===== config.mk =====
export PLATFORM = sky130hd
export DESIGN_NAME = operand_fetch
export DESIGN_NICKNAME = d
export VERILOG_FILES = /design/src/rtl/cpu_pkg.sv /design/src/rtl/reg_file.sv /design/src/rtl/operand_fetch.sv
export SDC_FILE = /design/constraint.sdc
export NUM_CORES = 1
export LEC_CHECK = 0
export CORE_ASPECT_RATIO = 0.5
export CORE_MARGIN = 5
export CORE_UTILIZATION = 24
export DETAILED_ROUTE_END_ITERATION = 6
export PLACE_DENSITY = 0.45
export RECOVER_POWER = 50
export SLEW_MARGIN = 10
export SYNTH_ARGS = -nofsm -noshare
export SYNTH_HDL_FRONTEND = slang
export SYNTH_HIERARCHICAL = 1
export SYNTH_SLANG_ARGS = --single-unit

===== constraint.sdc =====
create_clock -name CLK -period 4.05 [get_ports CLK]
set_input_delay 1.0125 -clock CLK [delete_from_list [all_inputs] [get_ports CLK]]
set_output_delay 1.0125 -clock CLK [all_outputs]
set_load 0.1 [all_outputs]

===== src/rtl/cpu_pkg.sv =====
// Shared CPU definitions: datapath sizing, instruction field positions,
// opcode encodings and ALU select codes. Used by operand_fetch and the ALU.
// No ports.
package cpu_pkg;

    localparam int unsigned DW   = 32;
    localparam int unsigned NREG = 8;
    localparam int unsigned AW   = 3;

    // Instruction field LSB positions within INSTR[31:0]
    localparam int unsigned OPC_LSB = 24;
    localparam int unsigned OPC_W   = 8;
    localparam int unsigned RD_LSB  = 16;
    localparam int unsigned RT_LSB  = 8;
    localparam int unsigned RS_LSB  = 0;
    localparam int unsigned IMM_LSB = 0;
    localparam int unsigned IMM_W   = 8;

    typedef enum logic [7:0] {
        OP_LOADI = 8'h00,
        OP_MOV   = 8'h01,
        OP_ADD   = 8'h02,
        OP_SUB   = 8'h03,
        OP_AND   = 8'h04,
        OP_OR    = 8'h05
    } opcode_e;

    typedef enum logic [2:0] {
        SEL_ADD  = 3'b000,
        SEL_SUB  = 3'b001,
        SEL_AND  = 3'b010,
        SEL_OR   = 3'b011,
        SEL_PASS = 3'b100
    } alu_sel_e;

endpackage


===== src/rtl/reg_file.sv =====
// Architectural register file: NREG x DW, two combinational read ports,
// one synchronous write port with write-through bypass onto both reads.
// Ports:
//   i_clk, i_rst_n        clock, synchronous active-low reset (clears all)
//   i_we/i_waddr/i_wdata  write port (ignored during reset)
//   i_raddr_a/o_rdata_a   read port A
//   i_raddr_b/o_rdata_b   read port B
module reg_file #(
    parameter int unsigned DW   = cpu_pkg::DW,
    parameter int unsigned NREG = cpu_pkg::NREG,
    parameter int unsigned AW   = $clog2(NREG)
) (
    input  logic          i_clk,
    input  logic          i_rst_n,
    input  logic          i_we,
    input  logic [AW-1:0] i_waddr,
    input  logic [DW-1:0] i_wdata,
    input  logic [AW-1:0] i_raddr_a,
    output logic [DW-1:0] o_rdata_a,
    input  logic [AW-1:0] i_raddr_b,
    output logic [DW-1:0] o_rdata_b
);

    logic [DW-1:0] r_mem [NREG];
    logic          w_hit_a;
    logic          w_hit_b;

    always_ff @(posedge i_clk) begin
        if (!i_rst_n) begin
            for (int unsigned i = 0; i < NREG; i++) begin
                r_mem[i] <= '0;
            end
        end else if (i_we) begin
            r_mem[i_waddr] <= i_wdata;
        end
    end

    // A read of the register being written this cycle sees the new value
    assign w_hit_a   = i_rst_n && i_we && (i_waddr == i_raddr_a);
    assign w_hit_b   = i_rst_n && i_we && (i_waddr == i_raddr_b);
    assign o_rdata_a = w_hit_a ? i_wdata : r_mem[i_raddr_a];
    assign o_rdata_b = w_hit_b ? i_wdata : r_mem[i_raddr_b];

endmodule


===== src/rtl/operand_fetch.sv =====
// Operand fetch stage: decodes INSTR, reads operands from reg_file, tracks
// per-register busy bits (scoreboard) to stall on pending results, and
// presents registered operands to the execute stage.
// Ports:
//   CLK, RESET                 clock, synchronous active-low reset
//   INSTR/INSTR_VALID/READY    instruction handshake
//   OUT_VALID/OUT_READY        execute-stage handshake
//   DATA1, DATA2, SELECT, DEST ALU operands, ALU op, destination register
//   WB_EN/WB_ADDR/WB_DATA      register writeback
//   ILLEGAL                    one-cycle pulse after an illegal opcode
module operand_fetch
    import cpu_pkg::*;
#(
    parameter int unsigned DW   = cpu_pkg::DW,
    parameter int unsigned NREG = cpu_pkg::NREG
) (
    input  logic                  CLK,
    input  logic                  RESET,
    input  logic [31:0]           INSTR,
    input  logic                  INSTR_VALID,
    output logic                  INSTR_READY,
    output logic                  OUT_VALID,
    input  logic                  OUT_READY,
    output logic [DW-1:0]         DATA1,
    output logic [DW-1:0]         DATA2,
    output logic [2:0]            SELECT,
    output logic [cpu_pkg::AW-1:0] DEST,
    input  logic                  WB_EN,
    input  logic [cpu_pkg::AW-1:0] WB_ADDR,
    input  logic [DW-1:0]         WB_DATA,
    output logic                  ILLEGAL
);

    localparam int unsigned LAW = cpu_pkg::AW;

    logic [OPC_W-1:0] w_opc;
    logic [IMM_W-1:0] w_imm;
    logic [LAW-1:0]   w_rd, w_rt, w_rs;
    logic [DW-1:0]    w_rt_data, w_rs_data;
    logic             w_legal, w_use_rt, w_use_rs;
    logic [2:0]       w_sel;
    logic [DW-1:0]    w_d1, w_d2;
    logic             w_hazard, w_accept;
    logic             w_unused_fields;

    logic [NREG-1:0]  r_busy;
    logic             r_out_valid;
    logic [DW-1:0]    r_data1, r_data2;
    logic [2:0]       r_select;
    logic [LAW-1:0]   r_dest;
    logic             r_illegal;

    assign w_opc = INSTR[OPC_LSB +: OPC_W];
    assign w_imm = INSTR[IMM_LSB +: IMM_W];
    assign w_rd  = INSTR[RD_LSB +: LAW];
    assign w_rt  = INSTR[RT_LSB +: LAW];
    assign w_rs  = INSTR[RS_LSB +: LAW];
    assign w_unused_fields = ^{INSTR[23:19], INSTR[15:11]};

    reg_file #(
        .DW   (DW),
        .NREG (NREG),
        .AW   (LAW)
    ) u_reg_file (
        .i_clk     (CLK),
        .i_rst_n   (RESET),
        .i_we      (WB_EN),
        .i_waddr   (WB_ADDR),
        .i_wdata   (WB_DATA),
        .i_raddr_a (w_rt),
        .o_rdata_a (w_rt_data),
        .i_raddr_b (w_rs),
        .o_rdata_b (w_rs_data)
    );

    // Decoder
    always_comb begin
        w_legal  = 1'b0;
        w_use_rt = 1'b0;
        w_use_rs = 1'b0;
        w_sel    = SEL_ADD;
        w_d1     = '0;
        w_d2     = '0;
        case (w_opc)
            OP_LOADI: begin
                w_legal = 1'b1;
                w_sel   = SEL_PASS;
                w_d2    = {{(DW-IMM_W){w_imm[IMM_W-1]}}, w_imm};
            end
            OP_MOV: begin
                w_legal  = 1'b1;
                w_use_rs = 1'b1;
                w_sel    = SEL_PASS;
                w_d2     = w_rs_data;
            end
            OP_ADD, OP_SUB, OP_AND, OP_OR: begin
                w_legal  = 1'b1;
                w_use_rt = 1'b1;
                w_use_rs = 1'b1;
                w_d1     = w_rt_data;
                w_d2     = w_rs_data;
                case (w_opc)
                    OP_ADD:  w_sel = SEL_ADD;
                    OP_SUB:  w_sel = SEL_SUB;
                    OP_AND:  w_sel = SEL_AND;
                    default: w_sel = SEL_OR;
                endcase
            end
            default: ;
        endcase
    end

    // A busy source is usable if its pending result is being written back now
    assign w_hazard = (w_use_rt && r_busy[w_rt] && !(WB_EN && (WB_ADDR == w_rt))) ||
                      (w_use_rs && r_busy[w_rs] && !(WB_EN && (WB_ADDR == w_rs)));

    assign INSTR_READY = RESET & (~r_out_valid | OUT_READY) & ~w_hazard;
    assign w_accept    = INSTR_VALID & INSTR_READY;

    // Scoreboard: a new destination claim overrides a same-cycle release
    always_ff @(posedge CLK) begin
        if (!RESET) begin
            r_busy <= '0;
        end else begin
            for (int unsigned i = 0; i < NREG; i++) begin
                if (w_accept && w_legal && (w_rd == LAW'(i))) begin
                    r_busy[i] <= 1'b1;
                end else if (WB_EN && (WB_ADDR == LAW'(i))) begin
                    r_busy[i] <= 1'b0;
                end
            end
        end
    end

    // Output register
    always_ff @(posedge CLK) begin
        if (!RESET) begin
            r_out_valid <= 1'b0;
            r_data1     <= '0;
            r_data2     <= '0;
            r_select    <= '0;
            r_dest      <= '0;
            r_illegal   <= 1'b0;
        end else begin
            r_illegal <= w_accept & ~w_legal;
            if (w_accept) begin
                r_out_valid <= w_legal;
                if (w_legal) begin
                    r_data1  <= w_d1;
                    r_data2  <= w_d2;
                    r_select <= w_sel;
                    r_dest   <= w_rd;
                end
            end else if (OUT_READY) begin
                r_out_valid <= 1'b0;
            end
        end
    end

    assign OUT_VALID = r_out_valid;
    assign DATA1     = r_data1;
    assign DATA2     = r_data2;
    assign SELECT    = r_select;
    assign DEST      = r_dest;
    assign ILLEGAL   = r_illegal;

endmodule

==> results.cfg <==
[timing]
setup_viol = 0
rsz0062_at_grt = false
slew_headroom_pct = -6.79
fin_crit_ns = 3.88
finalHoldViolations = 0
max_freq_mhz = 258
setup_tns_ns = 0
post-route-period-util_pct = 95.8
worst_clock_skew_ns = 0.0239
slew_violations = 46
worstMarginPinSlew_ns = 1.60

[worst_setup_path]
cp_slowest_stage_delay_ns = 0.56
critPathCaptureType = output port
critPathMaxFanout = 4
rr_endpoint = DATA1[11]$_SDFFE_PN0P_
critPathTopFamily = simple AND/OR/NAND/NOR gates
critical-path-slowest-cell = or4_4
worstSetupStartpointType = input pin
path_buf_inv = 2
arrival_ns = 2.87
cp_cell_sequence = clkdlybuf4s50_1 -> or4_4 -> nor2_1 -> nand3_1 -> o21a_1 -> and3_1 -> buf_12
worstReg2RegStart = r_busy[7]$_SDFFE_PN0P_
worstPathRequired_ns = 3.04
crit_type = in2out
reg2regPathDepth = 7
r2r_slack_ns = 1.28

[logic_synthesis]
synth_area_per_cell_um2 = 14.1
ys_seq_area_share_pct = 51.6
ys_ff_latch = 336
synth_cell_types = 49
synth-main-ff-cell = edfxtp_1
yosysWarnings = 6
synthCells = 1273
synthArstFlopShare_pct = 0
synthesis.nets = 1345
synth_edf_count = 256
synthesis.area_mm2 = 0.0180

[floorplanning]
core_area_mm2 = 0.0747
die_x_um = 397
boundaryPins = 145
rows = 71
die_y_um = 204
fp.dieArea_mm2 = 0.0809
start_util_pct = 24.1

[clocking]
cts_buffer_depth = 3
cts_tree = yes
path_clk_slew_ns = 0.06
clkSinkCount = 336
post_cts_buffers = 0
numCtsBuffers = 38
clkLatencyLatePin_ns = 0.56
cts-root-buf = clkbuf_16
cts.htree.levels = 2
post_cts_resized = 0
postCtsHoldBufs = 0

[finish]
multiInputGateArea_mm2 = 0.00814
fillers = 7572
seq_area_mm2 = 0.00929
syn_to_final_growth_pct = 21.5
finalNonFillerCells = 2458
nets = 1478
drive_gt1_share_pct = 23.3

[min_path]
min-delay-start = DATA2[19]$_SDFFE_PN0P_
holdPathStages = 2
hold_end = DATA2[19]$_SDFFE_PN0P_
hp-class = reg2reg

[global_routing]
groute.usage.overall_pct = 13.4
grt_max_degree = 63
grt_pass1_wl_mm = 81.2
antenna_found_initial = 1
grt_pass1_vias = 11945
overflow = 0

[placed_design]
dp_hpwl_mm = 32.4
finalWeightedCongestion = 0.719
portBuffers = 134
dp_cells = 2388

[power_and_ir_drop]
max-vdd-ir-drop_mv = 0.194
powerDensity_mw_per_mm2 = 397
p_leak_nw = 7.64

[route]
wl_per_cell_um = 22.4
drt_iter0_markers = 651
ant_nets = 0
m1WireLength_mm = 24.6
met2_length_mm = 27.8
viasPerCell = 4.55
drc_errors = 0
wl_mm = 55.0
dr.pass1.iters = 4
vias = 11181
wl_met3_mm = 1.44
top_layer_used = met5

[flow_run]
maxCapViolations = 2

[status]
violations = capacitance limit, slew limit
status = finished, violations left
-- worst reg2reg max path, stage by stage, from the launching register on --
cell	delay, ns
dfxtp_1	0.33
mux4_2	0.48
mux2_2	0.30
nand4_1	0.11
buf_4	0.14
o2111ai_1	0.66
buf_12	0.45
o22ai_1	0.22
-- synthesized netlist by cell type (all sizes together), types with 2 or more instances --
cell | instances | area share (%)
and2 | 271 | 9.4
edfxtp | 256 | 43
mux4 | 130 | 17
mux2 | 129 | 8.5
nand2 | 109 | 2.3
dfxtp | 80 | 8.9
clkbuf | 64 | 1.3
buf | 39 | 1.9
mux2i | 39 | 2.2
o22ai | 33 | 1.1
o21ai | 18 | 0.50
a21oi | 15 | 0.42
xnor2 | 12 | 0.58
nor2 | 10 | 0.24
nand2b | 9 | 0.31
o211ai | 7 | 0.29
a22oi | 6 | 0.25
nand4 | 6 | 0.21
o41ai | 6 | 0.33
nand3 | 5 | 0.14
nor3 | 5 | 0.17
inv | 3 | 0.063
a22o | 2 | 0.097
nand3b | 2 | 0.083
o2111ai | 2 | 0.097
o311ai | 2 | 0.097
o31ai | 2 | 0.14
-- how the worst max path moves through the flow --
stage / startpoint / endpoint / cells after the start
2_1_floorplan: INSTR[8] / INSTR_READY / 5
3_3_place_gp: INSTR[31] / INSTR_READY / 7
3_5_place_dp: INSTR[31] / INSTR_READY / 7
4_1_cts: INSTR[31] / INSTR_READY / 7
5_1_grt: INSTR[31] / INSTR_READY / 7
6_report: INSTR[31] / INSTR_READY / 7
-- placed cells by master, fill, tap and decap left out, types with 3 or more instances in the layout --
| cell type | n |
|---|---|
| a21oi_1 | 15 |
| a22oi_1 | 6 |
| and2_0 | 63 |
| and2_1 | 208 |
| buf_12 | 9 |
| buf_4 | 35 |
| bufinv_16 | 6 |
| clkbuf_1 | 25 |
| clkbuf_16 | 41 |
| clkbuf_2 | 5 |
| clkdlybuf4s50_1 | 125 |
| clkinv_1 | 5 |
| clkinv_2 | 3 |
| dfxtp_1 | 80 |
| edfxtp_1 | 256 |
| inv_1 | 3 |
| mux2_2 | 106 |
| mux2_4 | 23 |
| mux2i_1 | 39 |
| mux4_1 | 42 |
| mux4_2 | 88 |
| nand2_1 | 109 |
| nand2b_1 | 9 |
| nand3_1 | 5 |
| nand4_1 | 6 |
| nor2_1 | 7 |
| nor2_2 | 3 |
| nor3_1 | 4 |
| o211ai_1 | 7 |
| o21ai_0 | 18 |
| o22ai_1 | 33 |
| o41ai_1 | 5 |
| xnor2_1 | 12 |
-- layer usage --
| metal | vias up | GRT usage, % |
|---|---|---|
| li1 | 5106 | - |
| met1 | 5857 | 17.3 |
| met2 | 143 | 24.0 |
| met3 | 73 | 1.62 |
| met4 | 2 | 3.27 |
| met5 | - | 0 |
-- cell families (layout without fill, tap and decap cells) --
| logic type | count (synthesis) | in the layout | share of synthesized area, % |
|---|---|---|---|
| AO/OA/AOI/OAI | 97 | 97 | 3.58 |
| XOR/XNOR | 13 | 13 | 0.632 |
| buffers and inverters | 106 | 268 | 3.25 |
| flip-flops | 336 | 336 | 51.6 |
| multiplexers | 298 | 298 | 27.8 |
| other | 0 | 1 | 0 |
| AND/OR/NAND/NOR | 423 | 423 | 13.1 |
-- metrics by stage --
step           total power, mW  hold slack, ns  utilization [%]  instance area (um2)  setup WS (ns)
2_1_floorplan             4.66           0.477                -                18000          0.197
3_3_place_gp              5.03           0.448             27.8                20800          0.206
3_5_place_dp              5.04           0.452             27.8                20800          0.202
4_1_cts                   8.84           0.460             29.6                22100          0.199
5_1_grt                   9.03           0.476             29.3                21900         0.0793
6_report                  8.70           0.455             29.3                21900          0.169
-- layout make-up --
cell class                      count  area share [%]
Antenna cell                        1          0.0114
Clock inverter                     18            1.19
Sequential cell                   336            42.5
Tap cell                         1022            5.84
Clock buffer                       51            4.97
Multi-Input combinational cell    831            37.2
Timing Repair Buffer              196            8.27
Inverter                            3          0.0515
-- sequential cells by signal, indices dropped and copies added, names as in the netlist --
name              cells
OUT_VALID             1
u_reg_file/r_mem    256
SELECT                3
DATA2                32
ILLEGAL               1
r_busy                8
DEST                  3
DATA1                32
-- where the power goes --
| group | switching (mW) | internal [mW] |
|---|---|---|
| Clock | 1.49 | 2.28 |
| Combinational | 0.482 | 0.498 |
| Sequential | 0.0740 | 3.87 |
| Total | 2.04 | 6.65 |
(Power assumes the default switching activity.)
==> variant 1, RTL diff (config.mk and constraints unchanged) <==
Change the package constant `DW` from 32 to 28.
--- a/src/rtl/cpu_pkg.sv
+++ b/src/rtl/cpu_pkg.sv
@@ -5,3 +5,3 @@
 
-    localparam int unsigned DW   = 32;
+    localparam int unsigned DW   = 28;
     localparam int unsigned NREG = 8;
Ports: changed (resized DATA1, DATA2 and WB_DATA); port bits go from 145 to 133. No check against the original RTL was run, so the function may have changed too.
==> variant 1 against the original RTL <==
- sequential cell count is 40 lower
- cell area is 13% lower
- wire length is 12% lower
- total power is 14% lower
- synthesized area is 12% lower
- sequential power is 12% lower
- count of clock-buffer cells in the layout is 3 higher
- setup slack worse by 0.0030 ns
- largest power group unchanged
- highest routed layer is now met4
==> variant 1: results (changes against the original RTL) <==
- Status: completed (was complete, but fails checks)
- DR WL met3: 1546 um (was 1438 um)
- Sequential fraction of the synthesis area: 51.81% (was 51.58%)
- Top post-synthesis cells by count: 225 x and2_1, 224 x edfxtp_1, 126 x nand2_1 (was 271 x and2_1, 256 x edfxtp_1, 109 x nand2_1)
- Initial antenna violation count: 0 (was 1)
- Clock latency on the worst-skew pair: 0.52 ns (was 0.56 ns)
- Max layer used: met4 (was met5)
- Sequential cell area: 8168 um^2 (was 9289 um^2)
- Signal buffers: 166 (was 196)
- First-pass GRT wire length: 71340 um (was 81180 um)
- Post-Synth XOR/XNOR Area: 0.7223% (was 0.6323%)
- Final Util: 29.45% (was 29.29%)
- EDFF count, synth: 224 (was 256)
- Layout cells sized above 1: 26.40% (was 23.34%)
- DR vias/cell: 4.615 (was 4.549)
- Routability cong.: 0.7908 (was 0.7193)
- Number of global-route vias before repair: 11000 (was 11950)
- Die Area: 71220 um^2 (was 80940 um^2)
- Largest net degree at the start of global routing: 58 (was 63)
- GR Layer Usage met1: 17.22% (was 17.31%)
- Port Buffers: 122 (was 134)
- Fraction of area in multi-input gates: 37.56% (was 37.21%)
- Dpl cells: 2109 (was 2388)
- Non-Filler Instances: 2174 (was 2458)
- Clock network share of area: 5.792% (was 6.158%)
- Signal buf overhead: 8.093% (was 8.274%)
- Iter 0 DRT Violations: 578 (was 651)
- Total GRT Usage: 13.41% (about the same)
- Gate power share: 11.8% (was 11.3%)
- # diodes: 2 (was 1)
- Mean Syn Cell Area: 13.74 um^2 (was 14.15 um^2)
- Number of fill cells: 6548 (was 7572)
- Routed len/inst: 22.30 um (was 22.39 um)
- Syn Nets: 1215 (was 1345)
- Non-clk invs: 4 (was 3)
- R2r startpoint: OUT_VALID (was r_busy[7])
- Compound-gate portion of the synthesized area: 4.119% (was 3.578%)
- Multiplexer share of the synthesized area: 26.58% (was 27.85%)
- DR WL met2: 24870 um (was 27810 um)
- Met3 usage: 1.880% (was 1.620%)
- Peak VDD IR: 238.2 uV (was 193.8 uV)
- M1 WL: 21160 um (was 24570 um)
- Number of CTS-inserted buffers: 35 (was 38)
==> variant 1: cell count changes after synthesis, sizes merged, moves of 8 or more <==
| cell | unedited run | this run |
|---|---|---|
| a21o | 0 | 21 |
| a21oi | 15 | 2 |
| and2 | 271 | 225 |
| clkbuf | 64 | 53 |
| dfxtp | 80 | 72 |
| edfxtp | 256 | 224 |
| mux2 | 129 | 113 |
| mux4 | 130 | 114 |
| nand2 | 109 | 126 |
| o21ai | 18 | 7 |
==> variant 1: critical path: stages <==
cell and delay, ns:
clkdlybuf4s50_1 0.43, or4_4 0.60, nor2_4 0.16, nand3_2 0.09
o21a_1 0.21, and3_1 0.19, buf_12 0.17
==> variant 1: worst paths after layout <==
kind	depth (start not counted)	slack [ns]	end
max	7	0.17	INSTR_READY
max reg2reg	6	1.66	DATA2[15]
min reg2reg	2	0.46	DATA2[26]
min	2	0.46	DATA2[26]
==> variant 2, RTL diff (config.mk and constraints unchanged) <==
Without the edit above. Remove the case item `OP_LOADI` of the case on `w_opc`.
--- a/src/rtl/operand_fetch.sv
+++ b/src/rtl/operand_fetch.sv
@@ -84,7 +84,2 @@
         case (w_opc)
-            OP_LOADI: begin
-                w_legal = 1'b1;
-                w_sel   = SEL_PASS;
-                w_d2    = {{(DW-IMM_W){w_imm[IMM_W-1]}}, w_imm};
-            end
             OP_MOV: begin
Function: changed (Yosys sat finds a counterexample within 4 cycles, from zero or initial values and one cycle with RESET low).
==> variant 2 against the original RTL <==
- synthesized area fell by 1.4%
- wire length rose by 0.42%
- setup slack got worse by 0.048 ns
- highest routed layer unchanged
- critical endpoint unchanged
- sequential cell count did not move
- cell area fell by 2.4%
- non-clock buffer count fell by 21
- count of clock-buffer cells in the layout rose by 4
- cell count fell by 6.0%
- critical path type unchanged
- total power fell by 3.2%
==> variant 2: results (changes against the original RTL) <==
- Total GRT Usage: 13.55% (was 13.41%)
- Arrival @ worst endpoint: 2.92 ns (was 2.87 ns)
- Routability cong.: 0.7011 (was 0.7193)
- Reg2Reg Setup Slack: 1.98 ns (was 1.28 ns)
- WL final: 55260 um (was 55030 um)
- Initial antenna violation count: 6 (was 1)
- Clock latency on the worst-skew pair: 0.53 ns (was 0.56 ns)
- RR Endpoint: DATA1[3] (was DATA1[11])
- Leakage: 7.247 nW (was 7.642 nW)
- Routed len/inst: 23.91 um (was 22.39 um)
- Final setup skew: 0.01693 ns (was 0.02395 ns)
- First-pass GRT wire length: 80810 um (was 81180 um)
- # diodes: 0 (was 1)
- EDFF count, synth: 256 (unchanged)
- Synth cell types: 45 (was 49)
- Number of CTS-inserted buffers: 39 (was 38)
- Status: completed (was complete, but fails checks)
- Cells after synthesis: 1192 (was 1273)
- Sequential fraction of the synthesis area: 52.31% (was 51.58%)
- Syn Nets: 1264 (was 1345)
- DR vias/cell: 4.759 (was 4.549)
- Layout cells sized above 1: 24.12% (was 23.34%)
- Max Fanout on Critical Path: 2 (was 4)
- Crit path launch: INSTR[30] (was INSTR[31])
- Peak VDD IR: 300.0 uV (was 193.8 uV)
- Largest net degree at the start of global routing: 89 (was 63)
- Port Buffers: 129 (was 134)
- Cell Int Power: 6.442 mW (was 6.652 mW)
- Top post-synthesis cells by count: 258 x and2_1, 256 x edfxtp_1, 106 x mux2_2 (was 271 x and2_1, 256 x edfxtp_1, 109 x nand2_1)
- Dpl cells: 2241 (was 2388)
[variant 2: cell count changes after synthesis, sizes merged, moves of 6 or more]
cell    change
a32o       +33
clkbuf      -6
a21oi      -15
nand2      -31
o21ai      -11
and2       -13
o22ai      -32
[variant 2: per-stage QoR]
stage / cell area [um^2] / total power, mW / setup slack (ns) / hold slack [ns]
2_1_floorplan: 17760 / 4.669 / 0.3885 / 0.4800
3_3_place_gp: 20220 / 5.020 / 0.02772 / 0.4433
3_5_place_dp: 20220 / 5.047 / 0.05472 / 0.4508
4_1_cts: 21460 / 8.555 / 0.04807 / 0.4589
5_1_grt: 21350 / 8.763 / 0.04048 / 0.4732
6_report: 21350 / 8.419 / 0.1202 / 0.4569
[variant 2: kinds of logic (layout without fill, tap and decap cells)]
kind of cell           after synthesis  count (layout)  synth area share [%]
AO/OA/AOI/OAI                       66              66                 3.403
XOR/XNOR                            13              13                0.6412
buffers and inverters               98             245                 3.262
flip-flops                         336             336                 52.31
multiplexers                       299             299                 28.16
AND/OR/NAND/NOR                    380             380                 12.23
[variant 2: repair_timing]
item / in CTS / in global routing
setup endpoints to repair: 0 / 1
resized for setup: 0 / 2
buffers inserted: 0 / 0
[variant 2: power groups by stage]
stage / clock (mW) / combinational [mW] / sequential [mW]
4_1_cts: 3.58 / 1.03 / 3.95
6_report: 3.47 / 0.994 / 3.95
2_1_floorplan: 0 / 0.653 / 4.02
5_1_grt: 3.73 / 1.06 / 3.97
3_5_place_dp: 0 / 1.02 / 4.02
3_3_place_gp: 0 / 1.02 / 4.00
[variant 2: how the worst min path moves through the flow]
stage	from	depth (start not counted)	end
6_report	DATA2[25]	2	DATA2[25]
5_1_grt	DATA2[25]	2	DATA2[25]
4_1_cts	DATA2[25]	2	DATA2[25]
3_5_place_dp	DATA2[25]	2	DATA2[25]
3_3_place_gp	DATA2[14]	2	DATA2[14]
2_1_floorplan	r_busy[4]	2	r_busy[4]
[variant 2: layer usage]
layer	vias to the layer above	GRT usage, %	wire length (um)
met4	8	4.030	1566
met5	-	0	49
met1	5805	17.64	24240
li1	4835	-	-
met3	90	2.118	2497
met2	259	23.36	26910
[variant 2: cell type report]
cell class,instances,area [um^2]
fill,7328,51870
sequential,336,9289
multi-input combinational,758,7901
timing repair buffer,175,1707
tap,972,1216
clock buffer,55,1089
clock inverter,15,151.4
[variant 2: tightest hold or removal path, cell delays in order (launching register included)]
cell and delay, ns:
dfxtp_1 0.31, nand2_1 0.05, mux2i_1 0.05
